==> src/rtl/register_file_mp.sv <==
// Multi-port register file: NUM_RD combinational read ports, two byte-enabled write ports.
// Define REGFILE_BYPASS_EN to forward same-cycle write data onto matching read ports.
module register_file_mp #(
    parameter int unsigned  WIDTH    = 32,
    parameter int unsigned  DEPTH    = 32,
    parameter int unsigned  NUM_RD   = 2,
    parameter int unsigned  ZERO_REG = 1,
    localparam int unsigned ADDR_W   = $clog2(DEPTH),
    localparam int unsigned BE_W     = WIDTH / 8
) (
    input  logic                     Clk,
    input  logic                     Rst_n,
    input  logic [NUM_RD*ADDR_W-1:0] ReadRegister,
    output logic [NUM_RD*WIDTH-1:0]  ReadData,
    input  logic                     RegWrite0,
    input  logic [ADDR_W-1:0]        WriteRegister0,
    input  logic [WIDTH-1:0]         WriteData0,
    input  logic [BE_W-1:0]          ByteEn0,
    input  logic                     RegWrite1,
    input  logic [ADDR_W-1:0]        WriteRegister1,
    input  logic [WIDTH-1:0]         WriteData1,
    input  logic [BE_W-1:0]          ByteEn1
);

    logic [WIDTH-1:0] r_mem [DEPTH];
    logic             w_wr_ok0;
    logic             w_wr_ok1;

    // Address is backed by storage and is not the hardwired zero register.
    function automatic logic addr_ok(input logic [ADDR_W-1:0] a);
        return (32'(a) < DEPTH) && !((ZERO_REG != 0) && (a == '0));
    endfunction

    assign w_wr_ok0 = RegWrite0 && addr_ok(WriteRegister0);
    assign w_wr_ok1 = RegWrite1 && addr_ok(WriteRegister1);

    // Port 1 updates are scheduled after port 0, so port 1 wins on shared bytes.
    always_ff @(posedge Clk or negedge Rst_n) begin
        if (!Rst_n) begin
            for (int i = 0; i < int'(DEPTH); i++) begin
                r_mem[i] <= '0;
            end
        end else begin
            for (int b = 0; b < int'(BE_W); b++) begin
                if (w_wr_ok0 && ByteEn0[b]) begin
                    r_mem[WriteRegister0][b*8 +: 8] <= WriteData0[b*8 +: 8];
                end
                if (w_wr_ok1 && ByteEn1[b]) begin
                    r_mem[WriteRegister1][b*8 +: 8] <= WriteData1[b*8 +: 8];
                end
            end
        end
    end

    for (genvar k = 0; k < int'(NUM_RD); k++) begin : g_rd
        logic [ADDR_W-1:0] w_ra;
        logic [WIDTH-1:0]  w_rd;

        assign w_ra = ReadRegister[k*ADDR_W +: ADDR_W];

        always_comb begin
            w_rd = '0;
            if (Rst_n && addr_ok(w_ra)) begin
                w_rd = r_mem[w_ra];
`ifdef REGFILE_BYPASS_EN
                for (int b = 0; b < int'(BE_W); b++) begin
                    if (w_wr_ok0 && (WriteRegister0 == w_ra) && ByteEn0[b]) begin
                        w_rd[b*8 +: 8] = WriteData0[b*8 +: 8];
                    end
                    if (w_wr_ok1 && (WriteRegister1 == w_ra) && ByteEn1[b]) begin
                        w_rd[b*8 +: 8] = WriteData1[b*8 +: 8];
                    end
                end
`endif
            end
        end

        assign ReadData[k*WIDTH +: WIDTH] = w_rd;
    end

endmodule

==> config.mk <==
export PLATFORM = sky130hd
export DESIGN_NAME = register_file_mp
export DESIGN_NICKNAME = d
export VERILOG_FILES = /design/src/rtl/register_file_mp.sv
export SDC_FILE = /design/constraint.sdc
export NUM_CORES = 2
export LEC_CHECK = 0
export CAP_MARGIN = 40
export CORE_MARGIN = 2
export CORE_UTILIZATION = 55
export CTS_BUF_LIST = sky130_fd_sc_hd__clkbuf_16
export DETAILED_ROUTE_END_ITERATION = 8
export PLACE_DENSITY = 0.74
export SLEW_MARGIN = 20
export SYNTH_ARGS = -nofsm -noshare
export SYNTH_HDL_FRONTEND = slang
export SYNTH_SLANG_ARGS = --single-unit
==> constraint.sdc <==
create_clock -name Clk -period 2.3 [get_ports Clk]
set_input_delay 0.23 -clock Clk [delete_from_list [all_inputs] [get_ports Clk]]
set_output_delay 0.23 -clock Clk [all_outputs]
set_load 0.05 [all_outputs]
==> summary.txt <==
Global route
  – Global-route wire length before repair: 449,000 um
  – Largest net degree at the start of global routing: 166
  – Initial antenna violation count: 16
  – Total global-route track usage: 50.5%
  – Grt ovf: 0
  – Vias in the first global route: 63,800

Clock tree
  – H-tree levels: 3
  – # clock sinks: 1,024
  – Root buffer cell: clkbuf_16
  – Clock-pin slew on the worst setup and hold paths: 0.06 ns
  – Clock latency on the worst-skew pair: 0.77 ns
  – Clk buf depth: 3
  – Cts bufs inserted: 113
  – CTS tree: done

Worst setup path
  – Critical Path Source Type: flop
  – Worst Path Max Fanout: 3
  – Crit path capture type: output port
  – Crit path kind: reg -> out
  – Worst endpoint required time: 2.07 ns
  – Crit path DAT: 3.16 ns

STA
  – Final hold viol count: 0
  – Period minus WS final: 3.39 ns
  – Fmax: 0.295 GHz
  – RSZ-0062 raised after global routing: yes
  – Final worst path period share: 148%
  – Setup violation total in the final timing report: 113
  – Worst setup margin: -1.09 ns
  – Max transition margin: 31.9%
  – Final Max Slew Viols: 0
  – Slew @ Worst Pin: 1.02 ns
  – Clock skew: 0 ns

Floorplanning
  – # rows: 127
  – Die ar.: 0.123 sq mm
  – Core Box Area: 0.120 sq mm
  – I/O pin count: 160
  – DIE HEIGHT: 351 um
  – Die X: 351 um
  – Initial core utilization: 55.3%

Yosys
  – EDFF count, synth: 0
  – Yosys cell types: 47
  – Syn_nets: 6,711
  – Ys async rst share: 100%
  – Cell Area, Synth: 0.0661 sq mm
  – Synth Area per Inst: 10.0 sq um
  – Post-synth top flop: dfrtp_1
  – Simple-gate area share of the yosys netlist: 13.4%
  – Synth Area in Compound Gates: 12.0%
  – Yosys warnings: 0
  – Largest family of logic cells by synthesized area: multiplexers
  – Xor and xnor area share after synthesis: 0%
  – Syn Inst Count: 6,615
  – Adder-Cell Fraction of Synth Area: 0%
  – Sequential-to-total area share from yosys stat: 38.7%
  – FF+latch count, synth: 1,024
  – Mux share of post-synthesis cell area: 31.4%

Routing
  – DRT antenna net count: 0
  – First-pass DRT Iterations: 9
  – DRC viols: 3
  – Routed length per instance: 35.2 um
  – Post-Route WL: 315,000 um
  – Initial drt markers: 11,800
  – Vias: 66,400
  – Vias per cell: 7.43

Final layout
  – Commonest non-fill, non-tap cell in the layout: mux2i_1
  – Largest register by flop count: r_mem
  – Share of cells above drive strength 1: 24.1%
  – Post-route insts no fill: 8,943
  – # nets final: 7,324
  – Most frequent cells in the layout: mux2i_1 (1,556), dfrtp_1 (1,024), a21oi_1 (1,017)
  – Area growth, synth to finish: 28.3%
  – Max reg flops: 1,024
  – Largest regs: r_mem: 1024 flops

Min path
  – HP Class: in -> async

Placed design
  – Final HPWL DP: 215,000 um
  – DP Worst Slack: -0.649 ns
  – Post-placement cell count: 8,627
  – I/O Buffers: 159
  – RePlAce Congestion: 1.06

Pwr
  – Power Dens Cells: 764 mW/mm^2
  – Leakage: 34.8 nW
  – Peak supply drop: 0.689 mV
  – Total power: 64.9 mW

Flow run
  – Max Cap Violations: 0

Outcome
  – Violated checks: design-rule violations, negative setup slack
  – Status: finished with violations
[synth_stat cells (3+ instances only)]
library cell,number,area share [%]
nor2_4,4,0.068
buf_1,44,0.25
and3_1,28,0.26
buf_4,4,0.045
dfrtp_1,1024,39
a22o_1,18,0.24
nand2b_1,6,0.057
nor3_1,993,7.5
nand4b_1,3,0.040
a31oi_1,18,0.17
nor2_1,47,0.27
nand2_1,226,1.3
a21oi_1,1041,7.9
and2_1,9,0.085
nor2_2,66,0.62
a21oi_2,14,0.19
buf_2,195,1.5
o211a_1,4,0.061
nor2b_1,10,0.095
a32oi_1,5,0.066
nor4bb_1,3,0.045
nand3_1,155,1.2
nand4_1,75,0.71
mux2i_1,1556,24
o211ai_2,3,0.057
nor3b_1,6,0.068
or3b_1,12,0.16
clkbuf_1,466,2.6
nand3b_1,12,0.14
mux4_2,230,7.8
and3b_1,3,0.040
nor3_4,24,0.59
a22oi_1,292,3.3
[worst max-delay path, stage by stage (launching register included)]
cell and delay, ns:
dfrtp_1 0.41, mux4_2 0.49, a22oi_2 0.30, nand4_1 0.65
buf_4 0.39, buf_12 0.14
[path summary, 6_finish.rpt]
path                        startpoint           end  slack [ns]  cells after the start
hold / removal                   Rst_n    r_mem[925]        0.27                      2
setup / recovery            r_mem[541]  ReadData[61]       -1.09                      5
setup reg to reg            r_mem[649]    r_mem[649]        1.31                      4
min in group Clk           r_mem[1005]   r_mem[1005]        0.40                      0
hold reg to reg            r_mem[1005]   r_mem[1005]        0.40                      0
max in group asynchronous        Rst_n    r_mem[501]       -0.02                      4
[cells by family (layout without fill, tap and decap cells)]
logic type	count (synthesis)	count (layout)
other	0	11
multiplexers	1786	1786
flip-flops	1024	1024
AO/OA/AOI/OAI	1399	1399
buffers and inverters	712	1417
AND/OR/NAND/NOR	1694	1694
[metal layers]
| metal | wire [um] | up-vias | track usage [%] |
|---|---|---|---|
| met5 | 610 | - | 3.26 |
| met4 | 27600 | 16 | 36.1 |
| met3 | 55400 | 1738 | 25.1 |
| met2 | 124000 | 6311 | 66.9 |
| met1 | 108000 | 32100 | 63.0 |
| li1 | - | 26200 | - |
[timing repair]
action | CTS | global route
buffers inserted | 89 | 12
endpoints found under the setup margin | 64 | 115
endpoints found under the hold margin | 76 | 0
hold buffers | 1 | 0
gates resized for setup | 123 | 12
pin swaps | 112 | 33
gates cloned | 1 | 0
[stage by stage]
stage / setup TNS [ns] / area (sq um) / hold WS [ns] / utilization, %
3_3_place_gp: -68.85 / 79600 / 0.0813 / 66.6
6_report: -33.69 / 84900 / 0.273 / 70.9
4_1_cts: -28.46 / 84600 / 0.198 / 70.7
2_1_floorplan: -0.749 / 66200 / -0.0656 / -
3_5_place_dp: -95.82 / 79600 / 0.0835 / 66.6
5_1_grt: -32.60 / 84800 / 0.229 / 70.9
[power breakdown]
| group | switching (mW) | internal (mW) |
|---|---|---|
| clock network | 8.37 | 10.3 |
| registers | 4.30 | 22.6 |
| logic | 10.1 | 9.19 |
| total | 22.7 | 42.1 |
[cell type report]
cell class	count	area, sq um
fillers	8557	34800
clock inverters	92	783
inverters	1	3.75
well taps	1612	2020
multi-input cells	4879	38400
clock buffers	115	2880
flip-flops and latches	1024	25600
repair buffers	1209	15100
diodes	11	27.5
(Power assumes the default switching activity.)
